--- src/rtl/stdp_if.sv ---
// -----------------------------------------------------------------------------
// stdp_if
// Signal bundle between the STDP controller and its neighbours (neuron spikes,
// weight load port, weight/current outputs and the update report).
//
//   pre_spike     presynaptic LIF spike, single-cycle pulse
//   post_spike    postsynaptic LIF spike, single-cycle pulse
//   learn_en      1 = plasticity active, 0 = weight frozen
//   w_load        synchronous weight load strobe
//   w_load_val    value written on w_load (clamped to W_MAX)
//   weight        current synaptic weight
//   syn_current   weight if pre_spike was high last cycle, else 0
//   update_valid  one-cycle pulse when STDP changed the weight
//   update_ltp    1 = potentiation, 0 = depression (qualifies update_valid)
//   time_diff     |dt| of the last applied pair
//
// master: the side driving spikes/controls; slave: the controller.
// -----------------------------------------------------------------------------
interface stdp_if;
    logic       pre_spike;
    logic       post_spike;
    logic       learn_en;
    logic       w_load;
    logic [7:0] w_load_val;
    logic [7:0] weight;
    logic [7:0] syn_current;
    logic       update_valid;
    logic       update_ltp;
    logic [3:0] time_diff;

    modport master (
        output pre_spike, post_spike, learn_en, w_load, w_load_val,
        input  weight, syn_current, update_valid, update_ltp, time_diff
    );

    modport slave (
        input  pre_spike, post_spike, learn_en, w_load, w_load_val,
        output weight, syn_current, update_valid, update_ltp, time_diff
    );
endinterface

--- src/rtl/stdp_ctrl.sv ---
// -----------------------------------------------------------------------------
// stdp_ctrl
// Spike-timing-dependent plasticity controller for a single synapse. Pairs a
// reference spike with the nearest partner spike inside a window of
// 4 << BIN_SHIFT cycles and applies a binned, shift-based weight change
// (DW_MAX >> bin). Also drives the postsynaptic input current.
//
// Ports:
//   clk    system clock
//   rst_n  asynchronous active-low reset
//   bus    stdp_if.slave (spikes, learn_en, weight load, weight/current out,
//          update report)
//
// Build option:
//   STDP_LTD_EN  when defined, post-before-pre pairs depress the weight.
//                When undefined only pre-before-post potentiation exists and
//                a post spike with no open window is ignored.
// -----------------------------------------------------------------------------
module stdp_ctrl #(
    parameter logic [7:0] W_INIT    = 8'd1,
    parameter logic [7:0] W_MAX     = 8'd255,
    parameter logic [7:0] DW_MAX    = 8'd16,
    parameter int         BIN_SHIFT = 1
) (
    input logic   clk,
    input logic   rst_n,
    stdp_if.slave bus
);

    localparam int            WINDOW = 4 << BIN_SHIFT;
    localparam int            TW     = $clog2(WINDOW + 1);
    localparam logic [TW-1:0] WIN_T  = TW'(WINDOW);

    typedef enum logic [1:0] {
        IDLE,
        WAIT_POST,
        WAIT_PRE,
        UPDATE
    } state_t;

    state_t        state, state_nxt;
    logic [TW-1:0] timer, timer_nxt;
    logic [TW-1:0] pend_dt, pend_dt_nxt;
    logic          pend_ltp, pend_ltp_nxt;
    logic          commit_p0;

    logic [7:0]    weight_p1;
    logic          vld_p1;
    logic          ltp_p1;
    logic [3:0]    dt_p1;
    logic          pre_p1;

    // delta = DW_MAX >> ((k-1) >> BIN_SHIFT)
    function automatic logic [7:0] delta_of(input logic [TW-1:0] k);
        logic [TW-1:0] bin;
        bin = (k - TW'(1)) >> BIN_SHIFT;
        return DW_MAX >> bin;
    endfunction

    function automatic logic [7:0] sat_add(input logic [7:0] w, input logic [7:0] d);
        logic [8:0] s;
        s = {1'b0, w} + {1'b0, d};
        if (s > {1'b0, W_MAX}) return W_MAX;
        return s[7:0];
    endfunction

    function automatic logic [7:0] sat_sub(input logic [7:0] w, input logic [7:0] d);
        logic signed [8:0] s;
        s = $signed({1'b0, w}) - $signed({1'b0, d});
        if (s < 9'sd0) return 8'd0;
        return s[7:0];
    endfunction

    function automatic logic [7:0] clamp_load(input logic [7:0] v);
        return (v > W_MAX) ? W_MAX : v;
    endfunction

    // ---- stage p0: pairing FSM ----
    always_ff @(posedge clk or negedge rst_n) begin
        if (!rst_n) begin
            state    <= IDLE;
            timer    <= '0;
            pend_dt  <= '0;
            pend_ltp <= 1'b0;
        end else begin
            state    <= state_nxt;
            timer    <= timer_nxt;
            pend_dt  <= pend_dt_nxt;
            pend_ltp <= pend_ltp_nxt;
        end
    end

    always_comb begin
        state_nxt    = state;
        timer_nxt    = timer;
        pend_dt_nxt  = pend_dt;
        pend_ltp_nxt = pend_ltp;
        case (state)
            // The UPDATE cycle evaluates new spikes exactly like IDLE, so a
            // spike there can open a fresh window; the consumed partner cannot.
            IDLE, UPDATE: begin
                state_nxt = IDLE;
                timer_nxt = '0;
                if (bus.pre_spike && !bus.post_spike) begin
                    state_nxt = WAIT_POST;
                    timer_nxt = TW'(1);
                end
`ifdef STDP_LTD_EN
                else if (bus.post_spike && !bus.pre_spike) begin
                    state_nxt = WAIT_PRE;
                    timer_nxt = TW'(1);
                end
`endif
            end
            WAIT_POST: begin
                // timer equals dt of the current cycle; the pairing spike wins
                // over a same-cycle reference spike.
                if (bus.post_spike) begin
                    state_nxt    = UPDATE;
                    timer_nxt    = '0;
                    pend_dt_nxt  = timer;
                    pend_ltp_nxt = 1'b1;
                end else if (bus.pre_spike) begin
                    timer_nxt = TW'(1);
                end else if (timer >= WIN_T) begin
                    state_nxt = IDLE;
                    timer_nxt = '0;
                end else begin
                    timer_nxt = timer + TW'(1);
                end
            end
`ifdef STDP_LTD_EN
            WAIT_PRE: begin
                if (bus.pre_spike) begin
                    state_nxt    = UPDATE;
                    timer_nxt    = '0;
                    pend_dt_nxt  = timer;
                    pend_ltp_nxt = 1'b0;
                end else if (bus.post_spike) begin
                    timer_nxt = TW'(1);
                end else if (timer >= WIN_T) begin
                    state_nxt = IDLE;
                    timer_nxt = '0;
                end else begin
                    timer_nxt = timer + TW'(1);
                end
            end
`endif
            default: begin
                state_nxt = IDLE;
                timer_nxt = '0;
            end
        endcase
        if (!bus.learn_en || bus.w_load) begin
            state_nxt = IDLE;
            timer_nxt = '0;
        end
    end

    // A load or learn_en=0 in the UPDATE cycle suppresses the commit.
    assign commit_p0 = (state == UPDATE) && bus.learn_en && !bus.w_load;

    // ---- stage p1: weight commit and update report ----
    always_ff @(posedge clk or negedge rst_n) begin
        if (!rst_n) begin
            weight_p1 <= W_INIT;
            vld_p1    <= 1'b0;
            ltp_p1    <= 1'b0;
            dt_p1     <= 4'd0;
            pre_p1    <= 1'b0;
        end else begin
            vld_p1 <= commit_p0;
            pre_p1 <= bus.pre_spike;
            if (bus.w_load) begin
                weight_p1 <= clamp_load(bus.w_load_val);
            end else if (commit_p0) begin
                weight_p1 <= pend_ltp ? sat_add(weight_p1, delta_of(pend_dt))
                                      : sat_sub(weight_p1, delta_of(pend_dt));
                ltp_p1    <= pend_ltp;
                dt_p1     <= 4'(pend_dt);
            end
        end
    end

    assign bus.weight       = weight_p1;
    assign bus.syn_current  = pre_p1 ? weight_p1 : 8'd0;
    assign bus.update_valid = vld_p1;
    assign bus.update_ltp   = ltp_p1;
    assign bus.time_diff    = dt_p1;

endmodule

--- src/flat_wrapper.sv ---
// flat-port wrapper written by rule: the top's interface ports become plain ports
module stdp_ctrl_flat 
#(
    parameter logic [7:0] W_INIT    = 8'd1,
    parameter logic [7:0] W_MAX     = 8'd255,
    parameter logic [7:0] DW_MAX    = 8'd16,
    parameter int         BIN_SHIFT = 1
)
  (clk, rst_n, bus_pre_spike, bus_post_spike, bus_learn_en, bus_w_load, bus_w_load_val, bus_weight, bus_syn_current, bus_update_valid, bus_update_ltp, bus_time_diff);
  stdp_if bus_i ();
  input logic clk;
  input logic rst_n;
  input wire logic [$bits(bus_i.pre_spike)-1:0] bus_pre_spike;
  input wire logic [$bits(bus_i.post_spike)-1:0] bus_post_spike;
  input wire logic [$bits(bus_i.learn_en)-1:0] bus_learn_en;
  input wire logic [$bits(bus_i.w_load)-1:0] bus_w_load;
  input wire logic [$bits(bus_i.w_load_val)-1:0] bus_w_load_val;
  output wire logic [$bits(bus_i.weight)-1:0] bus_weight;
  output wire logic [$bits(bus_i.syn_current)-1:0] bus_syn_current;
  output wire logic [$bits(bus_i.update_valid)-1:0] bus_update_valid;
  output wire logic [$bits(bus_i.update_ltp)-1:0] bus_update_ltp;
  output wire logic [$bits(bus_i.time_diff)-1:0] bus_time_diff;
  assign bus_i.pre_spike = bus_pre_spike;
  assign bus_i.post_spike = bus_post_spike;
  assign bus_i.learn_en = bus_learn_en;
  assign bus_i.w_load = bus_w_load;
  assign bus_i.w_load_val = bus_w_load_val;
  assign bus_weight = bus_i.weight;
  assign bus_syn_current = bus_i.syn_current;
  assign bus_update_valid = bus_i.update_valid;
  assign bus_update_ltp = bus_i.update_ltp;
  assign bus_time_diff = bus_i.time_diff;
  stdp_ctrl #(.W_INIT(W_INIT), .W_MAX(W_MAX), .DW_MAX(DW_MAX), .BIN_SHIFT(BIN_SHIFT)) u_core (.clk(clk), .rst_n(rst_n), .bus(bus_i));
endmodule
--- config.mk ---
export PLATFORM = sky130hd
export DESIGN_NAME = stdp_ctrl_flat
export DESIGN_NICKNAME = d
export VERILOG_FILES = /design/src/rtl/stdp_if.sv /design/src/rtl/stdp_ctrl.sv /design/src/flat_wrapper.sv
export SDC_FILE = /design/constraint.sdc
export NUM_CORES = 1
export LEC_CHECK = 0
export BUFFER_PORTS_ARGS = -buffer_cell sky130_fd_sc_hd__buf_4
export CORE_ASPECT_RATIO = 0.6
export CORE_MARGIN = 5
export CORE_UTILIZATION = 56
export CTS_BUF_LIST = sky130_fd_sc_hd__clkbuf_4 sky130_fd_sc_hd__clkbuf_8 sky130_fd_sc_hd__clkbuf_16
export CTS_CLUSTER_SIZE = 16
export DETAILED_ROUTE_END_ITERATION = 10
export PLACE_DENSITY = 0.88
export SLEW_MARGIN = 10
export SYNTH_ARGS = -nofsm -noshare
export SYNTH_HDL_FRONTEND = slang
export SYNTH_SLANG_ARGS = --single-unit
--- constraint.sdc ---
create_clock -name clk -period 3.1 [get_ports clk]
set_input_delay 0.62 -clock clk [delete_from_list [all_inputs] [get_ports clk]]
set_output_delay 0.62 -clock clk [all_outputs]
set_load 0.01 [all_outputs]
==> results.py <==
metrics = {
    "logic_synthesis": {
        "synth-seq-cells": 26,
        "synth_top_area_cell": "dfrtp_1",
        "synth_cells": 245,
        "synth_nets": 277,
        "synth_area_leaders": "dfrtp_1 (30%), ha_1 (9.7%), a21oi_1 (5.8%)",
        "seq_area_frac_synth": 0.3167,
        "netlist_area_um2": 2058,
        "synth_flop_cell": "dfrtp_1",
        "yosysTopAreaCellShare": 0.3040,
        "postSynthAreaPerCell_um2": 8.401,
        "synth_edf_count": 0,
        "ys_types": 55,
        "async_reset_ff_frac": 1.000,
        "yosysWarnings": 0,
    },
    "floorplan": {
        "initial_core_util": 0.5692,
        "die_x_um": 88.27,
        "num_io_pins": 36,
        "rows": 17,
        "die_area_um2": 5028,
        "fp.dieH_um": 56.96,
        "core_area_um2": 3616,
    },
    "grt": {
        "grt_pass1_wl_mm": 9.018,
        "antenna_found_initial": 0,
        "grtUsageMet2": 0.3280,
        "grt_busiest_layer": "met1",
        "use_met3": 0.06926,
        "grt_max_degree": 27,
        "use_met1": 0.3405,
        "track_usage": 0.2263,
        "grt_overflow": 0,
        "grt_pass1_vias": 1850,
    },
    "sta": {
        "setup_slack_ns": 0.08989,
        "whs_ns": 0.2501,
        "hold_violations": 0,
        "setup_viol": 0,
        "slew-limit-headroom": 0.6379,
        "min_period_over_period": 0.9710,
        "slew_violations": 0,
        "fin_skew_ns": 0.003220,
        "fmaxAchievable_mhz": 332.2,
        "period_needed_ns": 3.010,
        "worst_slew_pin_slew_ns": 0.5432,
    },
    "worst_setup_path": {
        "crit_type": "flip-flop to flip-flop",
        "r2r_slack_ns": 0.09,
        "startpoint_type": "flip-flop",
        "crit_start": "u_core.pend_dt[1]",
        "cp_max_fo": 4,
        "worstPathRequired_ns": 3.24,
        "cp-end-kind": "flip-flop",
        "cp_data_arrival_time_ns": 3.15,
        "timing.rr.start": "u_core.pend_dt[1]",
    },
    "pwr": {
        "powerDensity_nw_per_um2": 330.6,
        "p_leak_nw": 1.095,
        "peakVddDrop_uv": 193.8,
    },
    "routing": {
        "route.antenna.remaining_nets": 0,
        "drc": 0,
        "routed_wl_mm": 5.727,
        "wl_per_cell_um": 17.62,
        "drtPass1Iterations": 6,
        "vias_per_cell": 6.231,
        "drtIter0Drc": 147,
        "via_count": 2025,
    },
    "clocking": {
        "root_buffer": "clkbuf_8",
        "clockBufferDepth": 2,
        "clkLatencyLatePin_ns": 0.26,
        "ctsHoldBuffers": 0,
        "path_clk_slew_ns": 0.09,
        "cts_buffers": 3,
        "postCtsSetupBuffers": 0,
        "clock_sink_count": 26,
        "htreeDepth": 1,
        "cts_tree": "done",
    },
    "run_status": {
        "status": "finished, final reports clean",
    },
    "job": {
        "drv_cap": 0,
    },
    "min_path": {
        "hp-class": "primary input to asynchronous set/reset pin",
    },
    "placed_design": {
        "gp_congestion": 1.033,
        "dp.cells": 321,
        "hpwl_mm": 4.155,
        "dp_slack_ns": 0.02941,
        "placed_area_um2": 2351,
        "io_buffers": 35,
    },
    "final_layout": {
        "postLayoutCellArea_um2": 2470,
        "final_common_cell": "buf_4",
        "fin_util": 0.6830,
        "area_growth_pct": 20.00,
        "mostFrequentLayoutCells": "buf_4 (38), nand2_1 (25), dfrtp_1 (25)",
        "final_cells": 325,
        "nFillCells": 321,
        "drive_gt1_frac": 0.2338,
        "fin_nets": 311,
        "n_antenna_cell": 0,
    },
}
[path summary, 6_finish.rpt]
check                                           to  depth (start not counted)
max in group asynchronous     u_core.bus.weight[0]                          1
min in group clk                     u_core.pre_p1                          1
setup reg to reg              u_core.bus.weight[4]                         12
hold / removal             u_core.bus.time_diff[0]                          1
hold reg to reg            u_core.bus.time_diff[2]                          2
setup / recovery              u_core.bus.weight[4]                         12
[sequential cells by signal, summed over array words and instances, names as in the netlist]
| name | count |
|---|---|
| u_core.bus.time_diff | 4 |
| u_core.bus.update_ltp | 1 |
| u_core.bus.update_valid | 1 |
| u_core.bus.weight | 8 |
| u_core.pend_dt | 4 |
| u_core.pend_ltp | 1 |
| u_core.pre_p1 | 1 |
| u_core.state | 2 |
| u_core.timer | 4 |
[synth_stat cells (all sizes together) (3+ instances only)]
cell type   n
a21oi      24
and2       12
buf         4
clkbuf      5
dfrtp      25
ha         16
inv        15
nand2      25
nand2b     11
nor2       22
nor2b       6
nor3        8
nor3b       3
o2111ai     3
o211ai      4
o21ai      14
o31ai       3
xnor2       3
[metal layers]
metal | wire [um] | vias to the layer above
li1 | - | 934
met2 | 2434 | 136
met1 | 2472 | 934
met4 | 132 | 0
met3 | 687 | 21
met5 | 0 | -
[where the power goes]
group	total, mW	switching, mW	internal, mW	leakage, nW
clock network	0.203	0.103	0.101	0.0262
logic	0.220	0.116	0.103	0.728
registers	0.394	0.0398	0.354	0.341
total	0.817	0.259	0.558	1.09
[cell families after synthesis]
kind of cell / count (synthesis) / synth area share
multiplexers: 5 / 0.03161
XOR/XNOR: 3 / 0.01277
adder cells (fa/ha/maj): 18 / 0.1167
AND/OR/NAND/NOR: 104 / 0.2663
buffers and inverters: 24 / 0.05228
flip-flops: 26 / 0.3167
AO/OA/AOI/OAI: 65 / 0.2037
[repair_timing]
item                       CTS  global route
pin swaps                    0             2
setup endpoints to repair    1             8
gates resized for setup      0            15
[critical path, stage by stage (launching register included)]
cell and delay, ns:
dfrtp_1 0.41, nor2_2 0.24, xnor2_1 0.16, nor2_1 0.06, a21oi_1 0.32, nor2_1 0.17
fa_1 0.47, nand2b_1 0.20, a21oi_2 0.19, buf_4 0.15, a21oi_1 0.04, a221oi_1 0.33
o31ai_1 0.14
[stage by stage]
stage          power (mW)  setup TNS [ns]
2_1_floorplan      0.5207               0
3_3_place_gp       0.5967               0
3_5_place_dp       0.6001               0
4_1_cts            0.8044       -0.001985
5_1_grt            0.8603         -0.4115
6_report           0.8166               0
[cell type report]
class | count | area [um2] | area share
Tap cell | 47 | 58.81 | 0.02381
Timing Repair Buffer | 38 | 285.3 | 0.1155
Clock buffer | 4 | 48.80 | 0.01976
Sequential cell | 26 | 651.9 | 0.2639
Multi-Input combinational cell | 195 | 1369 | 0.5542
Inverter | 15 | 56.30 | 0.02280
No activity file was read; power rests on OpenSTA's default activity.
